## src/rtl/trakball_emu.sv

```systemverilog
// Centipede trackball emulation: turns held digital directions into the 8-bit
// {v_cnt, h_cnt} quadrature-position word, with tick rate limiting and per-axis acceleration.
module trakball_emu #(
    parameter int TICK_DIV    = 12000,
    parameter int ACCEL_TICKS = 16,
    parameter int MAX_SPEED   = 4
) (
    input  logic       clk_sys,
    input  logic       reset_n,
    input  logic       enable_i,
    input  logic       left_i,
    input  logic       right_i,
    input  logic       up_i,
    input  logic       down_i,
    output logic [7:0] trak_o,
    output logic       h_dir_o,
    output logic       v_dir_o,
    output logic       tick_o
);

    localparam int PW = $clog2(TICK_DIV);
    localparam int HW = $clog2(ACCEL_TICKS + 1);
    localparam logic [PW-1:0] PRE_LAST = PW'(TICK_DIV - 1);
    localparam logic [PW-1:0] PRE_ARM  = PW'(TICK_DIV - 2);
    localparam logic [3:0]    SPD_MAX  = 4'(MAX_SPEED);

    typedef struct packed {
        logic [3:0]    cnt;
        logic          dir;
        logic [3:0]    spd;
        logic [HW-1:0] hold;
    } axis_t;

    localparam axis_t AXIS_RST = '{cnt: 4'd0, dir: 1'b0, spd: 4'd1, hold: '0};

    // One tick of axis movement; a reversal moves a single count and restarts acceleration.
    function automatic axis_t next_axis(axis_t a, logic en, logic neg, logic pos);
        axis_t      n;
        logic [3:0] step;
        n    = a;
        step = a.spd;
        if (!en || (neg == pos)) begin
            n.spd  = 4'd1;
            n.hold = '0;
        end else begin
            n.dir = neg;
            if (neg != a.dir) begin
                step   = 4'd1;
                n.spd  = 4'd1;
                n.hold = HW'(1);
            end else if (int'(a.hold) + 1 >= ACCEL_TICKS) begin
                n.hold = '0;
                n.spd  = (a.spd >= SPD_MAX) ? SPD_MAX : a.spd + 4'd1;
            end else begin
                n.hold = a.hold + HW'(1);
            end
            n.cnt = neg ? a.cnt - step : a.cnt + step;
        end
        return n;
    endfunction

    logic [PW-1:0] pre_q, pre_d;
    logic          tick_q, tick_d;
    axis_t         h_q, h_d;
    axis_t         v_q, v_d;

    // NOTE: every signal written here gets a default first, so no path can infer a latch.
    always_comb begin
        pre_d  = (pre_q == PRE_LAST) ? '0 : pre_q + 1'b1;
        tick_d = (pre_q == PRE_ARM);
        h_d    = h_q;
        v_d    = v_q;
        if (tick_q) begin
            h_d = next_axis(h_q, enable_i, left_i, right_i);
            v_d = next_axis(v_q, enable_i, down_i, up_i);
        end
    end

    // NOTE: state registers use non-blocking assignments so all flops update together.
    always_ff @(posedge clk_sys or negedge reset_n) begin
        if (!reset_n) begin
            pre_q  <= '0;
            tick_q <= 1'b0;
            h_q    <= AXIS_RST;
            v_q    <= AXIS_RST;
        end else begin
            pre_q  <= pre_d;
            tick_q <= tick_d;
            h_q    <= h_d;
            v_q    <= v_d;
        end
    end

    assign trak_o  = {v_q.cnt, h_q.cnt};
    assign h_dir_o = h_q.dir;
    assign v_dir_o = v_q.dir;
    assign tick_o  = tick_q;

endmodule

```

## config.mk

```make
export PLATFORM = sky130hd
export DESIGN_NAME = trakball_emu
export DESIGN_NICKNAME = d
export VERILOG_FILES = /design/src/rtl/trakball_emu.sv
export SDC_FILE = /design/constraint.sdc
export NUM_CORES = 1
export LEC_CHECK = 0
export BUFFER_PORTS_ARGS = -buffer_cell sky130_fd_sc_hd__buf_4
export CELL_PAD_IN_SITES_DETAIL_PLACEMENT = 0
export CELL_PAD_IN_SITES_GLOBAL_PLACEMENT = 1
export CORE_UTILIZATION = 42
export DETAILED_ROUTE_END_ITERATION = 12
export PLACE_DENSITY_LB_ADDON = 0.3
export SLEW_MARGIN = 30
export SYNTH_ARGS = -nofsm -noshare
export SYNTH_HDL_FRONTEND = slang
export SYNTH_SLANG_ARGS = --single-unit
export TNS_END_PERCENT = 50
```

## constraint.sdc

```tcl
create_clock -name clk_sys -period 2.8 [get_ports clk_sys]
set_clock_uncertainty 0.2 [all_clocks]
set_input_delay 0.7 -clock clk_sys [delete_from_list [all_inputs] [get_ports clk_sys]]
set_output_delay 0.7 -clock clk_sys [all_outputs]
set_load 0.05 [all_outputs]
```

* Yosys cells after proc, flatten, opt, wreduce, memory -nomap -nowiden
Index checks and enable logic that the tools add are counted.
** Operators by class
- Add/sub/neg operators :: 11
- $lt $le $gt $ge :: 4
- Equal/unequal tests :: 6
- Muxes and demuxes :: 19
- Bitwise logic cells :: 2
- Reductions and logical operators :: 9
** Operators with widths (number)
- 4-bit two-way mux :: 12
- 9-bit two-way mux :: 4
- 14-bit == test, second input constant :: 2
- 14-bit by 1-bit adder with 14-bit output, second input constant :: 1
- 14-bit two-way mux :: 1
- 5-bit by 1-bit adder with 6-bit output, second input constant :: 2
- 6-bit by 5-bit greater-or-equal comparator with 1-bit output, second input constant :: 2
- 5-bit by 1-bit adder with 5-bit output, second input constant :: 2
- 5-bit two-way mux :: 2
- 4-bit by 1-bit adder with 4-bit output, second input constant :: 2
- 4-bit adder :: 2
- 4-bit by 3-bit greater-or-equal comparator with 1-bit output, second input constant :: 2
- 2-bit AND reduction :: 4
- 4-bit subtractor :: 2
- 3-bit nonzero test :: 2
- 1-bit == test :: 2
- 1-bit logical OR :: 2
- 1-bit inequality test :: 2
- 1-bit inverter :: 2
- 1-bit logical NOT :: 1
** Storage, ports and cells
- Flip-flop bits (word level) :: 43
- Output and inout port bits :: 11
- Logic and storage cells :: 61

* Longest topological paths before layout
Gate-level depths: netlist (run 1).
- Depth after elaboration :: 6
- Gate-level depth with buffers :: 14
- Depth with buffers taken out :: 13

* Least setup slack after synthesis (run 1)
No wires, ideal clock.
- Path type :: register -> register
- From :: register v_q, in the netlist v_dir_o
- To :: register v_q, in the netlist trak_o[7]
- Setup time :: 0.071 ns
- Arrival time :: 2.847 ns
- Data required time :: 2.529 ns
- Setup slack :: -0.318 ns
- Stages on the path, launching flop included :: 15
- Path buffers :: 1
- Clock period less this slack :: 3.118 ns
- Cell sequence :: dfrtp_1 -> clkbuf_1 -> xnor2_1 -> nand2_1 -> inv_1 -> ha_1 -> nor2_1 -> a21oi_1 -> nor2_1 -> a21oi_1 -> ha_1 -> a21oi_1 -> nand2_1 -> or4_1 -> nand4_1
** On the way
- Longest elaborated chain between the ends :: 6
- Elaborated cells on any way between the ends :: 7
- Those cells by class :: 2 x add/sub; 1 x eq/ne; 4 x mux
** RTL lines
- from (decl) :: RTL line 65 : axis_t v_q, v_d;
- from (signal assigned) :: RTL line 90 : v_q <= v_d;
- 1-bit inequality test * :: RTL line 47 : if (neg != a.dir) begin
- 4-bit two-way mux * :: RTL line 47
- 4-bit two-way mux * :: RTL line 42 : if (!en || (neg == pos)) begin
- 4-bit two-way mux * :: RTL line 73 : if (tick_q) begin
- 4-bit adder or 4-bit subtractor (tied branches) :: RTL line 57 : n.cnt = neg ? a.cnt - step : a.cnt + step;
- 4-bit two-way mux * :: RTL line 57
Mark *: on every way between the ends. The rest lies on a longest branch, timed or not. The select of a mux whose other input is x is not followed.
A chain may end at the register's enable or synchronous reset.

* Worst setup path in the final report (run 1)
- From :: input left_i
- To :: register h_q, in the netlist trak_o[3]
** On the way
- Longest elaborated chain between the ends :: 6
- Elaborated cells on any way between the ends :: 11
- Those cells by class :: 2 x add/sub; 2 x eq/ne; 4 x mux; 1 x bitwise; 2 x reduce/logical
** RTL lines
- from (decl) :: RTL line 11 : input logic left_i,
- 1-bit inequality test :: RTL line 47
- 4-bit two-way mux :: RTL line 47
- 4-bit two-way mux :: RTL line 42
- 4-bit two-way mux :: RTL line 73
- 4-bit adder or 4-bit subtractor (tied branches) :: RTL line 57
- 4-bit two-way mux :: RTL line 57
- to (signal assigned) :: RTL line 84 : h_q <= AXIS_RST;
- to (signal assigned) :: RTL line 89 : h_q <= h_d;
- to (decl) :: RTL line 64 : axis_t h_q, h_d;
Several ways; a longest one is shown, not always the timed one. The select of a mux whose other input is x is not followed.

==> results of run 1 <==
power groups by stage:
stage	Clock, mW	Sequential (mW)	Combinational (mW)
global route	0.568	0.621	0.0660
global placement	0	0.633	0.0564
detailed placement	0	0.633	0.0571
finish	0.528	0.621	0.0589
CTS	0.548	0.621	0.0575
floorplan	0	0.633	0.0306
repair_timing:
action                                 in CTS  in global routing
resized for setup                           0                  9
buffers inserted                            0                  4
setup endpoints to repair                   0                  2
endpoints found under the hold margin       0                  0
cells in the final DEF, fill, tap and decap left out, types with 3 or more instances in the layout:
| cell | Yosys | layout |
|---|---|---|
| nand2_2 | 0 | 4 |
| o21ai_0 | 4 | 4 |
| o21ai_1 | 5 | 5 |
| a21oi_1 | 13 | 10 |
| ha_1 | 14 | 12 |
| xor2_1 | 14 | 14 |
| a21oi_2 | 0 | 3 |
| and2_1 | 6 | 4 |
| nor2_1 | 30 | 29 |
| xnor2_1 | 8 | 6 |
| nor2b_1 | 7 | 7 |
| a31oi_1 | 4 | 3 |
| or4_1 | 4 | 4 |
| clkbuf_8 | 0 | 6 |
| a21o_1 | 4 | 4 |
| nand4_1 | 10 | 10 |
| dfrtp_1 | 41 | 39 |
| mux2_1 | 3 | 3 |
| nand2_1 | 29 | 25 |
| buf_4 | 9 | 39 |
| mux2i_1 | 4 | 4 |
| and3_1 | 3 | 3 |
| nand3_1 | 3 | 3 |
| inv_1 | 12 | 10 |
| nor3_1 | 3 | 3 |
| and4_1 | 5 | 5 |
metal layers:
metal	wire length (microns)	track usage	up-vias	part of all wire
met4	59	0.0643	0	0.011
met2	2410	0.293	36	0.46
met3	200	0.0348	5	0.038
li1	-	-	1021	-
met1	2590	0.240	970	0.49
met5	0	0	-	0
worst paths after layout:
path,start,end,depth (start not counted)
setup / recovery,left_i,trak_o[3],15
hold / removal,reset_n,trak_o[2],1
setup reg to reg,h_q[5],trak_o[3],15
hold reg to reg,pre_q[0],pre_q[0],1
max in group asynchronous,reset_n,v_dir_o,1
min in group clk_sys,pre_q[0],pre_q[0],1
registers in the layout, summed over array words and instances, names as in the netlist:
name / cells
pre_q: 14
v_q: 9
trak_o: 8
tick_o: 1
v_dir_o: 1
h_q: 9
h_dir_o: 1
kinds of logic (layout without fill, tap and decap cells):
logic type               count (synthesis)  count (layout)  synth area share
AND/OR/NAND/NOR                        112             112             0.226
AO/OA/AOI/OAI                           46              46             0.114
flip-flops                              43              43             0.413
buffers and inverters                   28              60            0.0541
XOR/XNOR                                22              22            0.0737
adder cells (fa/ha/maj)                 16              16            0.0823
multiplexers                             9               9            0.0369
layout make-up:
class | instances | area, sq um | area share
inverter | 12 | 45.0 | 0.0143
tap | 75 | 93.8 | 0.0298
sequential | 43 | 1080 | 0.343
timing repair buffer | 40 | 304 | 0.0965
multi-input combinational | 205 | 1500 | 0.478
clock buffer | 6 | 82.6 | 0.0262
clock inverter | 2 | 38.8 | 0.0123
worst register-to-register path: cells and delay by family (launching register included):
| kind | cells | cell delay, ps |
|---|---|---|
| DFF | 1 | 570 |
| and+or+nand+nor | 5 | 470 |
| adders and majority gates | 2 | 510 |
| muxes | 1 | 270 |
| AOI/OAI and AO/OA | 3 | 240 |
| buffers and inverters | 4 | 410 |
metrics by stage:
stage                     utilization  area, sq um
after floorplan                     -         2730
after global placement          0.498         2960
after detailed placement        0.498         2960
after CTS                       0.518         3090
after global routing            0.529         3150
final                           0.529         3150
==> impl_summary.txt, run 1 <==
----------------------------------------------------
[Worst setup path]
  Category of cells accounting for the largest share of critical-path delay ... adder cells
  Endpoint kind of the worst setup timing path ... flop
  Most prevalent standard cell on the critical path ... buf_4
  Critical Path Max Stage Delay ... 340 ps
  WS Path Type ... primary input to flop
  Worst reg-to-reg setup slack ... 90 ps
  Cell with the largest stage delay on the worst path ... ha_1
  Required @ worst endpoint ... ~2800 ps
  Cell-by-cell listing of the critical path ... buf_6, xnor2_4, nand2_2, ha_4, nor2_4, a21oi_2, nor2_1, a21oi_1, ha_1, nand3b_1, buf_4, buf_4, a21o_1, mux2_4, nand4_1
  Largest driver fanout on the critical path ... 3
  Arrival time of data at the critical path endpoint ... 2760 ps
  Worst Setup Start Kind ... primary input
  Buffer and inverter count on the worst path ... 3

[Routing]
  First-pass iteration count of the detailed router ... 4
  Detail-routed net length per standard cell ... roughly 14 microns
  Routed wire length ... 5270 microns
  Starting DRT DRC Count ... 59
  Detail Route Antenna Nets ... 0
  Via count of the routed design ... 2,032
  Per-cell via count in the routed design ... 5.31
  Number of remaining DRC errors ... 0

[Power and ir drop]
  Total design power ... ~1.2 mW
  Switching power of the nets ... 268 uW
  Power share of the combinational group ... 0.049
  Fraction of power spent switching nets ... 0.222
  Sequential cell fraction of total power ... 0.514
  Clock network fraction of design power ... 0.437
  Power density over the cells ... 384 mW/mm^2
  Power Internal ... about 940 uW
  Worst ir drop on vdd ... 0.237 mV
  Lkg Pwr ... ~1.4 nW

[Timing]
  Worst hold slack after final layout ... 170 ps
  Min Tclk post-route ... 2720 ps
  Final Worst Setup Slack ... between 70 and 80 ps
  Summed negative setup slack over all endpoints ... 0 ps
  Count of endpoints failing setup in the final report ... 0
  Relative max-transition margin ... 0.621
  Fin. Hold Viols ... 0
  Worst-margin pin slew ... between 500 and 600 ps
  Part of the cycle the worst path needs ... 0.972
  Count of pins over their slew limit ... 0
  Highest achievable clock rate ... 367 MHz

[Global route]
  Largest net degree at the start of global routing ... 44
  First-pass GRT wire length ... 9090 microns
  Overflow left after global routing ... 0
  Antenna violations before repair ... 0
  GRT Resource Usage Total ... 0.181
  Via count of the first global-routing pass ... around 2.0k

[Yosys]
  Main area contributors after synthesis ... dfrtp_1 (39%), ha_1 (6.7%), xor2_1 (4.7%)
  Post-Synthesis Cell Area ... 0.00261 sq mm
  Post-synth ARST share ... 1.00
  Sequential share of the synthesized area ... 0.413
  Most frequently used cell type in the post-synthesis netlist ... dfrtp_1
  Leading register cell type out of synthesis ... dfrtp_1
  Count of different cell masters after synthesis ... between 40 and 50
  Post-synth EDFFs ... 0
  Yosys top cell by area ... dfrtp_1
  Share of the synthesized area in the top cell type ... 0.393
  Net count after synthesis ... between 200 and 300
  Cells after synthesis ... between 200 and 300
  Yosys warning count ... 0
  Mean cell area of the mapped netlist ... 9.47 sq um
  Yosys reg bits ... 43
  Post-synth top cells ... dfrtp_1 (41), nor2_1 (30), nand2_1 (29)

[Floorplanning]
  Height of the die ... 80.9 microns
  Horizontal extent of the die ... 80.9 microns
  Initial standard-cell utilization of the core ... 0.439
  Overall die area ... approximately 0.0065 sq mm
  Number of ports placed on the die boundary ... 18
  Placeable Area ... a little under 0.006 sq mm
  Cell Rows ... 28

[Outcome]
  Result of the run ... finished clean

[Place]
  Worst-case setup slack after placement ... -281 ps
  Half-perimeter wire length after placement ... 3660 microns
  Quantity of I/O buffers inserted on ports ... 17
  Final Wtd Congestion ... 0.780
  DP Cell Count ... 371

[Cells and area]
  Number of filler instances in the final layout ... 564
  Final instance count without filler cells ... ~380
  Antenna diode count ... 0
  Fraction of layout instances using a drive strength above 1 ... 0.244
  Area growth syn-to-layout ... 20.5%
  Final nets ... 330

[Clock network]
  Clock Sink Count ... 43
  Clock tree from TritonCTS ... built
  Clock-pin slew of the registers on the worst-case setup and hold paths ... 90 ps
  Hold buffer count at CTS ... 0
  H-tree levels ... 2
  Clk buf depth ... 2
  CTS Root Cell ... clkbuf_8
  Number of CTS-inserted buffers ... 5
  Insertion delay of the later-clocked pin in the worst-skew pair ... 300 ps

[Job]
  Count of max-cap constraint violations ... 0

[Worst hold path]
  Hold/Removal Path Class ... primary input to asynchronous set/reset pin

----------------------------------------------------
(Power assumes the default switching activity.)
==> inputs of run 2 (changes only) <==
--- a/config.mk
+++ b/config.mk
@@ -8,7 +8,7 @@
 export BUFFER_PORTS_ARGS = -buffer_cell sky130_fd_sc_hd__buf_4
 export CELL_PAD_IN_SITES_DETAIL_PLACEMENT = 0
 export CELL_PAD_IN_SITES_GLOBAL_PLACEMENT = 1
-export CORE_UTILIZATION = 42
+export CORE_UTILIZATION = 47
 export DETAILED_ROUTE_END_ITERATION = 12
 export PLACE_DENSITY_LB_ADDON = 0.3
 export SLEW_MARGIN = 30
==> constraint.sdc (replaced) <==
create_clock -name clk_sys -period 2.96 [get_ports clk_sys]
set_clock_uncertainty 0.2 [all_clocks]
set_input_delay 0.74 -clock clk_sys [delete_from_list [all_inputs] [get_ports clk_sys]]
set_output_delay 0.74 -clock clk_sys [all_outputs]
set_load 0.05 [all_outputs]
==> run 2 against run 1 <==
  * Worst setup slack improved by 53 ps
  * Die area down 10%
  * Sequential power is 5.5% lower
  * Combinational power shrank 10%
  * Core utilization is 6.0 points higher
  * Highest routed layer unchanged
==> impl_summary.txt, run 2 (same netlist as run 1, synthesis figures left out) <==
----------------------------------------------------
[Cells and area]
  Final nets ... 324 (-1.8%)
  Most common library cell in the layout ignoring fill and taps ... dfrtp_1
  Final Instance Area ... 0.00309 sq mm (-2.0%)
  Sequential cell area ... 0.00108 sq mm (unchanged)
  Largest registers ... pre_q x14, h_q x9, v_q x9
  Number of filler instances in the final layout ... 482 (-15%)
  Largest register by flop count ... pre_q
  Fraction of layout instances using a drive strength above 1 ... 0.212 (-0.0316)
  Number of flip-flops under the largest register name ... 14 (unchanged)
  Area growth syn-to-layout ... 18.0%
  Leading cell types in the layout, fill and taps excluded ... dfrtp_1 (39), buf_4 (34), nor2_1 (30)
  Footprint of the multi-input gates ... 0.00148 sq mm (-1.6%)
  Antenna diode count ... 0 (unchanged)
  Final instance count without filler cells ... 372 (-2.9%)

[Global route]
  First-pass GRT wire length ... 8960 microns (-1.4%)
  Antenna violations before repair ... 0 (unchanged)
  Largest net degree at the start of global routing ... 44 (unchanged)
  Overflow left after global routing ... 0 (unchanged)
  Via count of the first global-routing pass ... 1,988 (+0.25%)
  GRT Resource Usage Total ... 0.190 (+0.00914)

[Timing]
  Min Tclk post-route ... 2830 ps
  Relative max-transition margin ... 0.629 (+0.00802)
  Unrepaired setup endpoints after global routing ... no
  Part of the cycle the worst path needs ... 0.956
  Summed negative setup slack over all endpoints ... 0 ps (unchanged)
  Highest achievable clock rate ... 353 MHz
  Worst-margin pin slew ... 556 ps (-12.0 ps)
  Fin. Hold Viols ... 0 (unchanged)
  Count of pins over their slew limit ... 0 (unchanged)
  Count of endpoints failing setup in the final report ... 0 (unchanged)

[Clock network]
  Insertion delay of the later-clocked pin in the worst-skew pair ... 290 ps (about the same)
  Number of CTS-inserted buffers ... 5 (unchanged)
  Clk buf depth ... 2 (unchanged)
  CTS Root Cell ... clkbuf_8
  Clock tree from TritonCTS ... built
  Clock-pin slew of the registers on the worst-case setup and hold paths ... 90 ps (about the same)
  H-tree levels ... 2 (unchanged)
  Clock Sink Count ... 43 (unchanged)
  Hold buffer count at CTS ... 0 (unchanged)

[Floorplanning]
  Horizontal extent of the die ... 76.6 microns (-5.3%)
  Overall die area ... 0.00586 sq mm (-10%)
  Cell Rows ... 26 (-7.1%)
  Initial standard-cell utilization of the core ... 0.499 (+0.0602)
  Height of the die ... 76.6 microns (-5.3%)
  Placeable Area ... 0.00524 sq mm (-12%)
  Number of ports placed on the die boundary ... 18 (unchanged)

[Job]
  Count of max-cap constraint violations ... 0 (unchanged)

[Worst setup path]
  Required @ worst endpoint ... 2990 ps (+150 ps)
  WS Path Type ... primary input to flop
  Cell-by-cell listing of the critical path ... buf_4, xnor2_4, nand2_2, ha_4, nor2_1, a21oi_1, nor2_1, a21oi_1, ha_1, nand3b_1, and2_1, or4b_1, nand4_1
  Arrival time of data at the critical path endpoint ... 2860 ps (+100 ps)
  Critical Path Max Stage Delay ... 470 ps (+130 ps)
  Worst Setup Start Kind ... primary input
  Cell with the largest stage delay on the worst path ... or4b_1
  Worst reg-to-reg path cell count ... 12 (-3)
  Largest driver fanout on the critical path ... 4 (+1)
  Endpoint kind of the worst setup timing path ... flop

[Routing]
  Via count of the routed design ... 2,005 (-1.3%)
  Number of remaining DRC errors ... 0 (unchanged)
  Detail Route Antenna Nets ... 0 (unchanged)
  Routed wire length ... 5000 microns (-5.0%)
  Starting DRT DRC Count ... 83 (+41%)
  Detail-routed net length per standard cell ... 13.4 microns (-2.2%)
  Per-cell via count in the routed design ... 5.39 (+1.6%)
  First-pass iteration count of the detailed router ... 4 (unchanged)

[Place]
  Quantity of I/O buffers inserted on ports ... 17 (unchanged)
  Final Wtd Congestion ... 0.799 (+2.4%)
  Total cell area at the placement stage ... 0.00294 sq mm (-0.72%)
  DP Cell Count ... 364 (-1.9%)
  Half-perimeter wire length after placement ... 3570 microns (-2.5%)

[Power and ir drop]
  Worst ir drop on vdd ... 0.250 mV (+5.6%)
  Lkg Pwr ... 1.39 nW (-2.7%)
  Power density over the cells ... 386 mW/mm^2 (+0.56%)

[Worst hold path]
  Hold/Removal Path Class ... primary input to asynchronous set/reset pin

[Outcome]
  Result of the run ... finished clean

----------------------------------------------------
-- run 2: changes by cell type in the layout (fill, tap and decap cells not counted), sizes merged --
| cell | before | now |
|---|---|---|
| clkbuf | 6 | 5 |
| inv | 13 | 12 |
| bufinv | 1 | 2 |
| buf | 40 | 34 |
| clkinvlp | 0 | 1 |
-- run 2: per-stage QoR --
step / utilization / power, mW / hold slack [ps] / setup WS (ps)
finish: 0.589 / 1.19 / 224 / 131
global route: 0.589 / 1.23 / 265 / 11.5
CTS: 0.588 / 1.21 / 243 / 133
detailed placement: 0.562 / 0.652 / 277 / -162
global placement: 0.562 / 0.652 / 273 / -99.2
floorplan: - / 0.628 / 244 / -31.2
-- run 2: path summary, 6_finish.rpt --
| path | startpoint | end | slack (ps) |
|---|---|---|---|
| setup / recovery | left_i | trak_o[3] | 130 |
| hold / removal | reset_n | trak_o[7] | 220 |
| setup reg to reg | h_dir_o | trak_o[3] | 190 |
| hold reg to reg | pre_q[0] | pre_q[0] | 280 |
| max in group asynchronous | reset_n | v_dir_o | 1920 |
| min in group clk_sys | pre_q[0] | pre_q[0] | 280 |
-- run 2: layout make-up --
| cell class | instances | share of cell area |
|---|---|---|
| tap | 70 | 0.0284 |
| multi-input combinational | 205 | 0.480 |
| inverter | 12 | 0.0146 |
| clock inverter | 3 | 0.0219 |
| sequential | 43 | 0.350 |
| clock buffer | 5 | 0.0223 |
| timing repair buffer | 34 | 0.0827 |
-- run 2: layer usage --
metal  global-route usage  part of all wire
met1                0.261              0.50
met2                0.305              0.46
met3               0.0347             0.031
met4               0.0577            0.0076
met5                    0                 0
-- run 2: where the power goes --
group	switching (mW)	total (mW)	internal [mW]
registers	0	0.587	0.587
logic	0.0307	0.0528	0.0221
clock network	0.214	0.550	0.337
-- run 2: worst max-delay path: cells and delay by family --
| family | cells | cell delay [ps] |
|---|---|---|
| AND/OR/NAND/NOR | 7 | 1180 |
| adder cells (fa/ha/maj) | 2 | 510 |
| XOR/XNOR | 1 | 190 |
| buffers and inverters | 1 | 130 |
| AO/OA/AOI/OAI | 2 | 110 |
-- run 2: what timing repair did --
action | in CTS | in global routing
buffers inserted | 0 | 0
resized for setup | 0 | 1
endpoints found under the setup margin | 0 | 1
==> inputs of run 3 (changes only) <==
--- a/config.mk
+++ b/config.mk
@@ -8,6 +8,7 @@
 export BUFFER_PORTS_ARGS = -buffer_cell sky130_fd_sc_hd__buf_4
 export CELL_PAD_IN_SITES_DETAIL_PLACEMENT = 0
 export CELL_PAD_IN_SITES_GLOBAL_PLACEMENT = 1
+export CORE_MARGIN = 5
 export CORE_UTILIZATION = 47
 export DETAILED_ROUTE_END_ITERATION = 12
 export PLACE_DENSITY_LB_ADDON = 0.3
==> run 3 against run 2 <==
  * Register-to-register slack better by 70 ps
  * Wire length up 0.92%
  * Largest cell class unchanged
  * Critical path depth unchanged
  * Worst setup slack better by 58 ps
  * Worst hold slack worse by 8.0 ps
  * First-iteration DRC count down 13%
  * Final area up 0.20%
  * Clock power down 0.9%
  * Via count down 2.4%
  * Sequential share of layout area down 0.071 points
  * Combinational power down 4.9%
==> impl_summary.txt, run 3 (same netlist as run 1, synthesis figures left out) <==
----------------------------------------------------
[Cells and area]
  Fraction of layout instances using a drive strength above 1 ... 0.212 (unchanged)
  Number of flip-flops under the largest register name ... 14 (unchanged)
  Final nets ... 324 (unchanged)
  Area growth syn-to-layout ... 18.3%
  Number of filler instances in the final layout ... 496 (+2.9%)
  Leading cell types in the layout, fill and taps excluded ... dfrtp_1 (39), buf_4 (34), nor2_1 (30)
  Largest registers ... pre_q x14, h_q x9, v_q x9
  Antenna diode count ... 0 (unchanged)
  Most common library cell in the layout ignoring fill and taps ... dfrtp_1
  Largest register by flop count ... pre_q

[Timing]
  Highest achievable clock rate ... 361 MHz (+2.1%)
  Relative max-transition margin ... 0.640 (+0.0101)
  Worst-margin pin slew ... 541 ps (-15.2 ps)
  Min Tclk post-route ... 2770 ps (-57.5 ps)
  Fin. Hold Viols ... 0 (unchanged)
  Count of endpoints failing setup in the final report ... 0 (unchanged)
  Part of the cycle the worst path needs ... 0.936 (-0.0194)
  Worst hold slack after final layout ... 216 ps (-7.98 ps)
  Unrepaired setup endpoints after global routing ... no
  Count of pins over their slew limit ... 0 (unchanged)

[Routing]
  Detail Route Antenna Nets ... 0 (unchanged)
  Total length of routed met3 wires ... 122 microns (-21%)
  Top Layer Used ... met4
  Number of remaining DRC errors ... 0 (unchanged)
  Starting DRT DRC Count ... 72 (-13%)
  Wire length the detailed router placed on met1 ... 2440 microns (-2.7%)
  Total met2 wirelength after detailed routing ... 2420 microns (+5.1%)
  First-pass iteration count of the detailed router ... 4 (unchanged)
  Via count of the routed design ... 1,957 (-2.4%)
  Per-cell via count in the routed design ... 5.23 (-2.9%)
  Routed wire length ... 5050 microns (+0.92%)
  Detail-routed net length per standard cell ... 13.5 microns (+0.38%)

[Clock network]
  Clock-pin slew of the registers on the worst-case setup and hold paths ... 80 ps (about the same)
  H-tree levels ... 2 (unchanged)
  Clock Sink Count ... 43 (unchanged)
  CTS Root Cell ... clkbuf_8
  Hold buffer count at CTS ... 0 (unchanged)
  Clock tree from TritonCTS ... built
  Clk buf depth ... 2 (unchanged)
  Number of CTS-inserted buffers ... 5 (unchanged)
  Insertion delay of the later-clocked pin in the worst-skew pair ... 300 ps (about the same)

[Power and ir drop]
  Clock network fraction of design power ... 0.461 (about the same)
  Total design power ... 1.18 mW (-0.67%)
  Power Internal ... 944 uW (-0.16%)
  Switching power of the nets ... 238 uW (-2.6%)
  Worst ir drop on vdd ... 0.240 mV (-4.0%)
  Fraction of power spent switching nets ... 0.201 (-0.00406)
  Power density over the cells ... 382 mW/mm^2 (-0.87%)
  Sequential cell fraction of total power ... 0.497 (+0.004)
  Lkg Pwr ... 1.40 nW (+0.37%)
  Power share of the combinational group ... 0.043 (about the same)

[Worst setup path]
  Largest driver fanout on the critical path ... 4 (unchanged)
  WS Path Type ... primary input to flop
  Worst Setup Start Kind ... primary input
  Endpoint kind of the worst setup timing path ... flop
  Arrival time of data at the critical path endpoint ... 2810 ps (-50 ps)
  Required @ worst endpoint ... 3000 ps (about the same)

[Global route]
  GRT Resource Usage Total ... 0.153 (-0.0375)
  Via count of the first global-routing pass ... 1,941 (-2.4%)
  Overflow left after global routing ... 0 (unchanged)
  Antenna violations before repair ... 0 (unchanged)
  Largest net degree at the start of global routing ... 44 (unchanged)
  First-pass GRT wire length ... 9020 microns (+0.61%)

[Place]
  Half-perimeter wire length after placement ... 3680 microns (+3.2%)
  Quantity of I/O buffers inserted on ports ... 17 (unchanged)
  Final Wtd Congestion ... 0.777 (-2.7%)

[Floorplanning]
  Number of ports placed on the die boundary ... 18 (unchanged)
  Cell Rows ... 27 (+3.8%)
  Height of the die ... 84.6 microns (+10%)
  Initial standard-cell utilization of the core ... 0.481 (-0.0185)
  Overall die area ... 0.00715 sq mm (+22%)
  Placeable Area ... 0.00544 sq mm (+3.8%)
  Horizontal extent of the die ... 84.6 microns (+10%)

[Outcome]
  Result of the run ... finished clean

[Worst hold path]
  Hold/Removal Path Class ... primary input to asynchronous set/reset pin

[Job]
  Count of max-cap constraint violations ... 0 (unchanged)

----------------------------------------------------
[run 3: cell type report]
cell class,count,area [sq um],area share
Timing Repair Buffer,34,255,0.0826
Clock buffer,5,68.8,0.0223
Sequential cell,43,1080,0.350
Inverter,12,45.0,0.0146
Tap cell,72,90.1,0.0291
Multi-Input combinational cell,205,1480,0.480
Clock inverter,3,67.6,0.0219
[run 3: what timing repair did]
item	in CTS	in global routing
endpoints found under the setup margin	0	2
gates resized for setup	0	2
buffers inserted	0	1
[run 3: per-layer routing]
| metal | vias to the layer above | global-route usage |
|---|---|---|
| li1 | 1008 | - |
| met1 | 928 | 0.205 |
| met2 | 15 | 0.246 |
| met3 | 6 | 0.0363 |
| met4 | 0 | 0.0460 |
| met5 | - | 0 |
[run 3: power groups by stage]
stage               sequential, mW  combinational (mW)  clock, mW
CTS                          0.587              0.0522      0.563
finish                       0.587              0.0502      0.545
global placement             0.599              0.0521          0
detailed placement           0.599              0.0519          0
floorplan                    0.599              0.0290          0
global route                 0.587              0.0579      0.587
[run 3: worst paths after layout]
| check | slack, ps | start | cells past startpoint | endpoint |
|---|---|---|---|---|
| worst max register to register | 260 | h_q[5] | 13 | trak_o[3] |
| max in group asynchronous | 1940 | reset_n | 1 | h_dir_o |
| worst min register to register | 280 | pre_q[0] | 1 | pre_q[0] |
| worst max-delay path | 190 | left_i | 13 | trak_o[3] |
| min in group clk_sys | 280 | pre_q[0] | 1 | pre_q[0] |
| worst min-delay path | 220 | reset_n | 1 | pre_q[5] |
[run 3: critical path, stage by stage]
cell      delay [ps]
buf_4            130
xnor2_4          160
nand2_2           90
ha_4             170
nor2_1            80
a21oi_1           50
nor2_1            80
a21oi_1           50
ha_1             350
nand3b_1         160
and2_4           200
or4b_1           450
nand4_1           90
[run 3: stage by stage]
step | std cells | area, sq um | setup TNS [ps] | worst slack (ps) | utilization
2_1_floorplan | 276 | 2730 | -62.0 | -31.2 | -
6_report | 374 | 3090 | 0 | 188 | 0.568
3_5_place_dp | 365 | 2940 | -303 | -160 | 0.540
5_1_grt | 374 | 3090 | 0 | 11.8 | 0.568
3_3_place_gp | 365 | 2940 | -211 | -115 | 0.540
4_1_cts | 373 | 3070 | 0 | 143 | 0.565
